File: src/rtl/pwm_generator.sv
// PWM generator for an LED: the duty in ticks per period tracks the brightness level.
// Brightness is latched only at the period wrap, so a level change never cuts a period short.
module pwm_generator #(
    parameter int BRIGHTNESS_WIDTH = 4,
    parameter int PRESCALE         = 1,
    parameter bit ACTIVE_LOW       = 1'b0
) (
    input  logic                        clk,
    input  logic                        reset,
    input  logic                        enable,
    input  logic [BRIGHTNESS_WIDTH-1:0] brightness,
    output logic                        pwm_out,
    output logic                        period_start,
    output logic [BRIGHTNESS_WIDTH-1:0] duty_q
);

    localparam int W  = BRIGHTNESS_WIDTH;
    localparam int PW = (PRESCALE > 1) ? $clog2(PRESCALE) : 1;
    localparam logic [PW-1:0] PRESC_LAST = PW'(PRESCALE - 1);
    localparam logic [W-1:0]  PHASE_LAST = W'((2 ** W) - 2);

    logic [PW-1:0] presc_cnt;
    logic [W-1:0]  phase;
    logic          tick;
    logic          active;

    assign tick = enable && (presc_cnt == PRESC_LAST);

    // Reset parks both counters on their last value so the first enabled edge is a wrap.
    always_ff @(posedge clk) begin
        if (reset) begin
            presc_cnt <= PRESC_LAST;
            phase     <= PHASE_LAST;
            duty_q    <= '0;
        end else if (enable) begin
            if (tick) begin
                presc_cnt <= '0;
                if (phase == PHASE_LAST) begin
                    phase  <= '0;
                    duty_q <= brightness;
                end else begin
                    phase <= phase + 1'b1;
                end
            end else begin
                presc_cnt <= presc_cnt + 1'b1;
            end
        end
    end

    always_comb begin
        active       = enable && (phase < duty_q);
        pwm_out      = active ^ ACTIVE_LOW;
        period_start = enable && (phase == '0) && (presc_cnt == '0);
    end

endmodule
File: config.mk
export PLATFORM = sky130hd
export DESIGN_NAME = pwm_generator
export DESIGN_NICKNAME = d
export VERILOG_FILES = /design/src/rtl/pwm_generator.sv
export SDC_FILE = /design/constraint.sdc
export NUM_CORES = 1
export LEC_CHECK = 0
export CORE_MARGIN = 5
export CORE_UTILIZATION = 30
export DETAILED_ROUTE_END_ITERATION = 8
export GPL_TIMING_DRIVEN = 0
export PLACE_DENSITY_LB_ADDON = 0.12
export SLEW_MARGIN = 20
export SYNTH_ARGS = -nofsm -noshare
export SYNTH_HDL_FRONTEND = slang
export SYNTH_SLANG_ARGS = --single-unit
File: constraint.sdc
create_clock -name clk -period 1.8 [get_ports clk]
set_input_delay 0.54 -clock clk [delete_from_list [all_inputs] [get_ports clk]]
set_output_delay 0.54 -clock clk [all_outputs]
set_load 0.05 [all_outputs]
# Yosys cells after proc, flatten, opt, wreduce, memory -nomap -nowiden
# Index checks and enable logic that the tools add are counted.
[totals]
ff_bits = 9
output_inout_bits = 6
[classes]
n_addsub = 2
magnitude_cmp = 1
eq_ne = 1
muxes = 2
n_bitwise = 1
reduce_logical = 7
[op_table]
columns = ["operator", "count"]
rows = [
  ["adder 4 x 1 -> 4 bit, second input constant", 1],
  ["equality test 4 bit, second input constant", 1],
  ["logical AND 1 bit", 4],
  ["logical NOT 4 bit", 1],
  ["< comparator 4 bit", 1],
  ["two-way mux 4 bit", 1],
  ["AND reduction 3 bit", 1],
  ["AND reduction 2 bit", 1],
  ["adder 1 bit, second input constant", 1],
  ["two-way mux 1 bit", 1],
  ["NOT 1 bit", 1],
]

# Longest topological paths before layout
[logic_depth]
depth_word = 3
mapped_depth = 5
depth_no_buf = 5

# Worst setup path after synthesis
# OpenSTA, ideal clock, no wires.
[synth_timing]
path_type = "input-to-output"
from = "in enable"
to = "out period_start"
arrival_ns = 2.460
required_ns = 1.260
path_slack_ns = -1.200
stages = 3
n_path_buf = 0
cell_sequence = "and2b_1 -> nor2b_1 -> nor4b_1"
[synth_between]
elab_chain_len = 2
[synth_rtl]
columns = ["item", "line_no", "source"]
rows = [
  ["start: declaration", "10", "input logic enable,"],
  ["logical AND 1 bit (2 in series)", "53", "period_start = enable && (phase == '0) && (presc_cnt == '0);"],
  ["end: declaration", "13", "output logic period_start,"],
]
# Every way passes these cells.

# Worst setup path after layout
[layout_timing]
from = "reg phase[3]"
to = "out pwm_out"
[layout_between]
elab_chain_len = 2
[layout_rtl]
columns = ["item", "line_no", "source"]
rows = [
  ["start: declaration", "23", "logic [W-1:0] phase;"],
  ["start signal: assignment", "42", "phase <= phase + 1'b1;"],
  ["< comparator 4 bit", "51", "active = enable && (phase < duty_q);"],
  ["logical AND 1 bit", "51", ""],
  ["end: declaration", "12", "output logic pwm_out,"],
]
# Every way passes these cells.

==> results.toml <==
[run_status]
status = "complete, but fails checks"
failed_checks = "setup timing"

[synth]
netlist_instances = 52
synth.net_count = 62
ys_ff_latch = 9
synth_area_sq_um = 505.5
syn_area_per_cell_sq_um = 9.721
yosysSeqAreaShare = 0.3564
yosysWarnings = 0
synthDistinctLibCells = 26

[drt]
vias = 428
drt-initial-drc-count = 4
wl_met3_um = 55
drt-met1-wl_um = 553
via_per_inst = 4.809
drt-wirelength-per-cell_um = 12.94
remaining_drc_errors = 0
drt_first_pass_iters = 4
finalWirelength_um = 1152
ant_nets = 0
topRoutingLayerUsed = "met4"
dr_wl_met2_um = 519

[power]
clkPwrFrac = 0.265
swShare = 0.3330
p_per_area_mw_per_mm2 = 776.7
power_switching_w = 0.0002048
power_frac_comb = 0.331
intPower_w = 0.0004103
power_frac_seq = 0.404
p_leak_nw = 0.3164
irDropWorstVdd_v = 0.0004182

[place]
port_buffers = 12
place_area_sq_um = 704.4
place_hpwl_um = 788.9
post-place-ws_ps = -1202
place.gp.congestion = 0.6835

[global_routing]
antenna_found_initial = 0
globalRouteTotalUtil = 0.1087
grt-ovfl-total = 0
grt_pass1_wl_um = 2014
grt_pass1_vias = 438
grt_max_degree = 11

[floorplan]
die_area_sq_mm = 0.002606
die_h_um = 51.05
rows = 14
core_area_sq_mm = 0.001559
initial_utilization = 0.3242
ioPinCount = 13
die_w_um = 51.05

[sta]
timing.fmax_mhz = 525.8
hold_viol = 0
period_share = 1.057
setup_violations = 2
slew_violations = 0
timing.slew.headroom = 0.6751
worstMarginPinSlew_ps = 489.4
finalWorstSetupSlack_ps = -102.0
post-route-min-period_ps = 1902
rsz0062_at_grt = "true"
fin_skew_ps = 3.114

[worst_setup_path]
cp_data_required_time_ps = 1260
arrival_ps = 1360
critPathMaxFanout = 5
setup.worst_path.end_class = "primary output"
start_kind = "flop"
criticalPathCategory = "reg -> out"

[cts]
cts_tree = "yes"
cts_num_sinks = 9
cts_buffer_depth = 2
cts_root_buffer = "clkbuf_4"
clk_latency_ps = 260
cts_hold_buf = 0
cts_buffers = 3
htreeDepth = 1
clk_pin_slew_worst_paths_ps = 70

[hold_path]
hp-class = "in -> reg"

[finish]
n_fill_cell = 151
synthToLayoutAreaGrowth_pct = 56.68
nets = 84
final_common_cell = "nand2b_1"
post-route-cell-area_sq_um = 792.0
antennaDiodeCount = 0
layout_common_cells = "nand2b_1, buf_4, clkdlybuf4s50_1"
layout-drive-gt1-share = 0.4247

[run]
maxCapViolCount = 0
[area by class of cell]
| type | instances | area [sq um] | area share |
|---|---|---|---|
| Buffer | 2 | 15.01 | 0.01896 |
| Tap cell | 16 | 20.02 | 0.02528 |
| Sequential cell | 9 | 200.2 | 0.2528 |
| Inverter | 3 | 11.26 | 0.01422 |
| Timing Repair Buffer | 18 | 160.2 | 0.2022 |
| Multi-Input combinational cell | 37 | 359.1 | 0.4534 |
| Clock buffer | 4 | 26.28 | 0.03318 |
[path summary, 6_finish.rpt]
check / slack, ps / cells after the start / from / end
max: -100 / 5 / phase[3]$_SDFFE_PP1N_ / pwm_out
min: 460 / 2 / enable / presc_cnt$_SDFFE_PP0P_
max reg2reg: 590 / 5 / presc_cnt$_SDFFE_PP0P_ / phase[1]$_SDFFE_PP1N_
min reg2reg: 480 / 1 / presc_cnt$_SDFFE_PP0P_ / presc_cnt$_SDFFE_PP0P_
[through the flow]
step / utilization / hold WS, ps / TNS, ps / total power, W / cells
floorplan: - / 459.0 / -184.4 / 0.0003812 / 52
global route: 0.5080 / 448.0 / -315.2 / 0.0006551 / 89
global placement: 0.4518 / 474.2 / -2703 / 0.0004330 / 80
detailed placement: 0.4518 / 481.0 / -2617 / 0.0004355 / 80
finish: 0.5080 / 461.8 / -163.8 / 0.0006152 / 89
CTS: 0.4767 / 487.9 / -256.0 / 0.0005982 / 84
[Yosys cell counts]
cell / instances / area share
dfxtp_1: 9 / 0.36
nand2b_1: 9 / 0.11
mux2i_1: 4 / 0.079
ha_1: 3 / 0.074
inv_1: 3 / 0.022
a221o_1: 2 / 0.040
nand2_1: 2 / 0.015
nor2b_1: 2 / 0.025
a211o_1: 1 / 0.017
a21o_1: 1 / 0.015
a31oi_1: 1 / 0.012
and2_1: 1 / 0.012
and2b_1: 1 / 0.015
and3b_1: 1 / 0.017
and3b_4: 1 / 0.025
and4b_1: 1 / 0.020
buf_2: 1 / 0.0099
buf_6: 1 / 0.022
clkbuf_1: 1 / 0.0074
nand3b_1: 1 / 0.015
nor3_2: 1 / 0.020
nor3b_1: 1 / 0.015
nor4b_1: 1 / 0.017
o21ai_0: 1 / 0.0099
o21ai_1: 1 / 0.0099
xnor2_1: 1 / 0.017
[critical path, stage by stage (launching register included)]
cell,delay (ps)
dfxtp_4,360
ha_4,240
nand2_2,50
nand3b_1,110
a31oi_4,160
buf_6,180
[state kept, by name (all words and copies together), names as in the netlist]
register / count
duty_q: 4
phase: 4
presc_cnt: 1
[cells by family (layout without fill, tap and decap cells)]
group                      count (synthesis)  in the layout  share of synthesized area
muxes                                      4              4                    0.07921
DFF                                        9              9                     0.3564
buffers and inverters                      6             27                    0.06186
and+or+nand+nor                           22             22                     0.3070
xor gates and xnor gates                   1              1                    0.01733
adders and majority gates                  3              3                    0.07427
AOI/OAI and AO/OA                          7              7                     0.1040
[power by group through the flow]
stage          clock network, W  logic, W  registers (W)
3_3_place_gp                  0  0.000189       0.000244
3_5_place_dp                  0  0.000191       0.000244
6_report               0.000163  0.000204       0.000249
5_1_grt                0.000179  0.000223       0.000253
2_1_floorplan                 0  0.000116       0.000265
4_1_cts                0.000166  0.000182       0.000250
[what timing repair did]
action,in CTS,in global routing
pin swaps,3,3
endpoints found under the setup margin,6,2
buffers inserted,1,5
resized for setup,27,6
[metal layers]
| metal | up-vias | track usage |
|---|---|---|
| li1 | 223 | - |
| met5 | - | 0 |
| met1 | 194 | 0.1325 |
| met2 | 6 | 0.1567 |
| met3 | 5 | 0.05523 |
| met4 | 0 | 0.05381 |
Note: power is estimated with default switching activity, not from simulation.
